### src/rtl/conversor_pkg.sv
// Shared types and constants for the binary-to-BCD converter.
package conversor_pkg;

    typedef enum logic [1:0] {
        IDLE,
        SHIFT,
        DONE
    } state_t;

    localparam int unsigned DEF_IN_W   = 13;
    localparam int unsigned DEF_DIGITS = 4;

    function automatic int unsigned cnt_width(input int unsigned in_w);
        return $clog2(in_w + 1);
    endfunction

    localparam int unsigned CNT_W = $clog2(DEF_IN_W + 1);

    // Double-dabble correction: any digit >= 5 gets +3 before the shift.
    localparam logic [3:0] BCD_THRESH = 4'd5;
    localparam logic [3:0] BCD_OFFSET = 4'd3;

endpackage

### src/rtl/corrector_bcd.sv
// Combinational "if >= 5 add 3" cell for one BCD digit.
module corrector_bcd
    import conversor_pkg::*;
(
    input  logic [3:0] digit,
    output logic [3:0] corrected
);

    always_comb begin
        corrected = (digit >= BCD_THRESH) ? digit + BCD_OFFSET : digit;
    end

endmodule

### src/rtl/conversor_bin_bcd.sv
// Sequential shift-and-add-3 binary to packed BCD converter, one input bit per clock.
// Optional CONVERSOR_ZERO_BLANK_EN adds a registered leading-zero blank_mask output.
module conversor_bin_bcd
    import conversor_pkg::*;
#(
    parameter int unsigned IN_W   = DEF_IN_W,
    parameter int unsigned DIGITS = DEF_DIGITS  // 10**DIGITS must exceed 2**IN_W - 1
) (
    input  logic                  clk,
    input  logic                  rst,
    input  logic                  start,
    input  logic [IN_W-1:0]       bin_in,
    output logic                  busy,
    output logic                  done,
    output logic [4*DIGITS-1:0]   bcd_out
`ifdef CONVERSOR_ZERO_BLANK_EN
    ,
    output logic [DIGITS-1:0]     blank_mask
`endif
);

    localparam int unsigned BCD_W = 4 * DIGITS;
    localparam int unsigned CW    = cnt_width(IN_W);
    localparam int unsigned SW    = BCD_W + IN_W;

    state_t           state_q, state_d;
    logic [IN_W-1:0]  shreg_q, shreg_d;
    logic [BCD_W-1:0] scratch_q, scratch_d;
    logic [BCD_W-1:0] bcd_q, bcd_d;
    logic [CW-1:0]    count_q, count_d;
    logic [BCD_W-1:0] corrected;
    logic [SW-1:0]    shifted;
    logic             last_shift;

    for (genvar i = 0; i < DIGITS; i++) begin : g_corr
        corrector_bcd u_corr (
            .digit     (scratch_q[4*i +: 4]),
            .corrected (corrected[4*i +: 4])
        );
    end

    always_comb begin
        shifted    = {corrected, shreg_q} << 1;
        last_shift = (state_q == SHIFT) && (count_q == CW'(IN_W - 1));
    end

    always_ff @(posedge clk or negedge rst) begin
        if (!rst) begin
            state_q <= IDLE;
        end else begin
            state_q <= state_d;
        end
    end

    always_ff @(posedge clk or negedge rst) begin
        if (!rst) begin
            shreg_q   <= '0;
            scratch_q <= '0;
            bcd_q     <= '0;
            count_q   <= '0;
        end else begin
            shreg_q   <= shreg_d;
            scratch_q <= scratch_d;
            bcd_q     <= bcd_d;
            count_q   <= count_d;
        end
    end

    always_comb begin
        state_d   = state_q;
        shreg_d   = shreg_q;
        scratch_d = scratch_q;
        bcd_d     = bcd_q;
        count_d   = count_q;
        unique case (state_q)
            IDLE: begin
                if (start) begin
                    shreg_d   = bin_in;
                    scratch_d = '0;
                    count_d   = '0;
                    state_d   = SHIFT;
                end
            end
            SHIFT: begin
                {scratch_d, shreg_d} = shifted;
                count_d              = count_q + 1'b1;
                // Publish only the fully shifted result, never intermediate scratch.
                if (last_shift) begin
                    bcd_d   = shifted[SW-1 -: BCD_W];
                    state_d = DONE;
                end
            end
            DONE: begin
                state_d = IDLE;
            end
            default: begin
                state_d = IDLE;
            end
        endcase
    end

    always_comb begin
        busy    = (state_q == SHIFT);
        done    = (state_q == DONE);
        bcd_out = bcd_q;
    end

`ifdef CONVERSOR_ZERO_BLANK_EN
    logic [DIGITS-1:0] mask_q, mask_d;

    // Bit i set when digit i or any higher digit is nonzero; digit 0 always shown.
    function automatic logic [DIGITS-1:0] mask_of(input logic [BCD_W-1:0] v);
        logic [DIGITS-1:0] m;
        logic              any;
        any = 1'b0;
        m   = '0;
        for (int i = DIGITS - 1; i >= 0; i--) begin
            any  = any | (|v[4*i +: 4]);
            m[i] = any;
        end
        m[0] = 1'b1;
        return m;
    endfunction

    always_comb begin
        mask_d = mask_q;
        if (last_shift) begin
            mask_d = mask_of(bcd_d);
        end
    end

    always_ff @(posedge clk or negedge rst) begin
        if (!rst) begin
            mask_q <= DIGITS'(1);
        end else begin
            mask_q <= mask_d;
        end
    end

    always_comb begin
        blank_mask = mask_q;
    end
`endif

endmodule
### config.mk
export PLATFORM = sky130hd
export DESIGN_NAME = conversor_bin_bcd
export DESIGN_NICKNAME = d
export VERILOG_FILES = /design/src/rtl/conversor_pkg.sv /design/src/rtl/corrector_bcd.sv /design/src/rtl/conversor_bin_bcd.sv
export SDC_FILE = /design/constraint.sdc
export NUM_CORES = 1
export LEC_CHECK = 0
export CAP_MARGIN = 15
export CORE_UTILIZATION = 50
export DETAILED_ROUTE_END_ITERATION = 12
export GPL_TIMING_DRIVEN = 0
export PLACE_DENSITY = 0.85
export SYNTH_ARGS = -nofsm -noshare
export SYNTH_HDL_FRONTEND = slang
export SYNTH_SLANG_ARGS = --single-unit
### constraint.sdc
create_clock -name clk -period 1.8 [get_ports clk]
set_input_delay 0.36 -clock clk [delete_from_list [all_inputs] [get_ports clk]]
set_output_delay 0.36 -clock clk [all_outputs]
set_load 0.01 [all_outputs]
==> results.txt <==
Worst-Skew Late Latency: 290 ps
Ports: 34
reg-to-reg setup timing slack: 140 ps
Critical Path AT: 1380 ps
outcome: finished, final reports clean
wl on met1: 2390 um
ys async rst share: 100%
via density per instance: 5.57
Setup CP Type: reg2out
H-tree depth reported by CTS: 2
RSZ-0062 raised after global routing: false
Clock Path Buffers: 2
Synth Flop Type: dfrtp_1
Routed Antenna Nets: 0
largest net degree at the start of global routing: 39
antenna violations before repair: 0
largest stage delay on the critical path: 400 ps
Final Hold Viols: 0
CTS Buf Count: 5
CP max stage cell: dfrtp_1
FF+latch area: 1280 um2
most used cell, CP: buf_6
Port Buffers: 33
Sink Count: 51
Mean Syn Cell Area: 10.2 um2
top-area cell type share of the netlist area: 49.8%
Highest Clock Rate: 573 MHz
LEAKAGE: 1.34 nW
DIE HEIGHT: 73.6 um
Netlist cell types: 30
Clk Tree Root Cell: clkbuf_8
Synth area leader: dfrtp_1
met3 wire length: 148 um
Worst Max-Slew Pin Slew: 514 ps
syn nets: 277
Syn Inst Count: 251
Final nets: 320
drt first pass iters: 4
Worst IR Drop VDD: 1080 uV
number of global-route vias before repair: 1,943
Period minus WS final: 1740 ps
Final Skew: 8.90 ps
relative slew slack: 65.7%
Crit path max-delay family: buffers and inverters
worst setup margin: 56.1 ps
Highest Signal Layer: met4
PD cells: 1720 nW/um2
area of the multi-input gates: 1140 um2
# rows: 25
sequential-to-total area share from yosys stat: 49.8%
Final Max Slew Viols: 0
Worst setup EP type: primary output
CP Cell Sequence: buf_6 > buf_6 > nor2b_1 > dlygate4sd2_1
Critical Path Fanout Max: 10
detailed-route wire length: 5420 um
area delta synth->final: 22.2%
EDFF count, synth: 0
RD Place Congestion: 0.812
diodes inserted: 0
CORE AREA: 4820 um2
routed wl met2: 2820 um
Synth Warn #: 0
top cells by area, synth: dfrtp_1 (50%), o21ai_0 (8.0%), ha_1 (4.9%)
global-route wire length before repair: 8960 um
MaxCap Viol Count: 0
Crit path required time: 1440 ps
WP buf/inv: 3
Setup TNS: 0 ps
Seq cells post-synth: 51
dpl hpwl: 3830 um
routed len/inst: 15.0 um
Syn Std Cell Area: 2560 um2
crit start category: register
ratio of cells with drive above 1 in the final layout: 14.3%
Die Width: 73.6 um
clock-pin slew on the worst setup and hold paths: 90 ps
post-route core utilization: 65.0%
CTS tree: built
total global-route track usage: 21.8%
DP Worst Slack: -327 ps
period utilization: 96.9%
Filler cells: 390
Congestion Overflow GR: 0
Initial DRC Count: 119
Starting Density: 53.2%
via count: 2,010
Hold WC Path Type: reg2reg
Die Area: 5420 um2
Setup-failing EPs final: 0
DRC viols: 0
==> power by group <==
part | internal [W] | leakage, nW | switching, W | total, W
registers | 0.00165 | 0.647 | 0.000420 | 0.00207
clock network | 0.000303 | 0.0470 | 0.000354 | 0.000656
logic | 0.00131 | 0.649 | 0.00135 | 0.00266
total | 0.00327 | 1.34 | 0.00212 | 0.00539
==> cells in the mapped netlist (2+ instances only) <==
library cell  number
mux2_2             7
o21ai_0           41
clkbuf_1           6
inv_1             10
buf_6              4
ha_1              10
nor2_1             4
a22o_1             7
a21oi_1           20
buf_2              3
or3b_2             4
nand2b_1           5
nand2_1           25
xnor2_1            4
nand3_1            2
a31oi_2            4
nor3_1             5
nor3b_1            3
dfrtp_1           51
a22oi_1           12
nor2b_1           15
==> per-layer routing <==
metal	vias to the layer above	global-route usage, %
li1	964	-
met1	998	29.3
met2	42	37.3
met3	6	2.47
met4	0	5.98
met5	-	0
==> tightest hold or removal path, delay by kind of cell (launching register included) <==
family | cells | cell delay [ps]
simple gates | 1 | 40
compound gates | 1 | 60
flops | 1 | 350
==> sequential cells by signal, summed over array words and instances, names as in the netlist <==
| register | flops |
|---|---|
| scratch_q | 16 |
| count_q | 4 |
| bcd_out | 16 |
| state_q | 2 |
| shreg_q | 13 |
==> final cells by class <==
type                    instances  share of cell area (%)
clock inverters                 1                   0.160
repair buffers                 37                    11.6
well taps                      67                    2.68
flip-flops and latches         51                    40.8
plain buffers                  13                    3.60
clock buffers                   6                    2.64
multi-input cells             174                    36.3
inverters                      12                    2.24
==> cells by family (layout without fill, tap and decap cells) <==
kind of cell	Yosys count	after routing	share of synthesized area [%]
xor+xnor	4	4	1.37
flops	51	51	49.8
mux	8	8	3.47
fa+ha+maj	10	10	4.88
compound gates	87	87	20.7
buf+inv	26	69	6.25
simple gates	65	65	13.5
==> final timing paths <==
check / startpoint / end / cells after the start
max in group asynchronous: rst / shreg_q[3]$_DFFE_PN0P_ / 3
worst max-delay path: state_q[1]$_DFFE_PN0P_ / done / 4
worst min register to register: bcd_out[4]$_DFFE_PN0P_ / bcd_out[4]$_DFFE_PN0P_ / 2
worst min-delay path: bcd_out[4]$_DFFE_PN0P_ / bcd_out[4]$_DFFE_PN0P_ / 2
worst max register to register: scratch_q[4]$_DFFE_PN0P_ / scratch_q[6]$_DFFE_PN0P_ / 6
min in group asynchronous: rst / bcd_out[10]$_DFFE_PN0P_ / 2
==> metrics by stage <==
stage | hold WS (ps) | std cells | area (um2) | power, W
floorplan | 64.4 | 251 | 2560 | 0.00372
global placement | 467 | 351 | 2980 | 0.00448
detailed placement | 282 | 352 | 2990 | 0.00464
CTS | 492 | 360 | 3110 | 0.00534
global route | 527 | 361 | 3130 | 0.00581
finish | 489 | 361 | 3130 | 0.00539
==> placed cells by master (no fill, tap or decap), types with 2 or more instances in the layout <==
master and count:
a21oi_1 17, a21oi_2 3, a22o_1 7, a22oi_1 12, a31oi_2 4, buf_12 2, buf_2 2, buf_4 3
buf_6 4, clkbuf_1 4, clkbuf_2 2, clkbuf_8 6, clkdlybuf4s50_1 30, clkinv_8 2, dfrtp_1 51, ha_1 10
inv_1 10, mux2_2 7, nand2_1 25, nand2b_1 5, nand3_1 2, nor2_1 4, nor2b_1 15, nor3_1 5
nor3b_1 3, o21ai_0 41, or3b_2 4, xnor2_1 4
==> repair_timing <==
item | CTS | global route
buffers inserted | 0 | 2
hold endpoints to repair | 13 | 0
gates resized for setup | 13 | 8
hold buffers | 1 | 0
setup endpoints to repair | 2 | 16
Power figures use the tool's default switching activity.
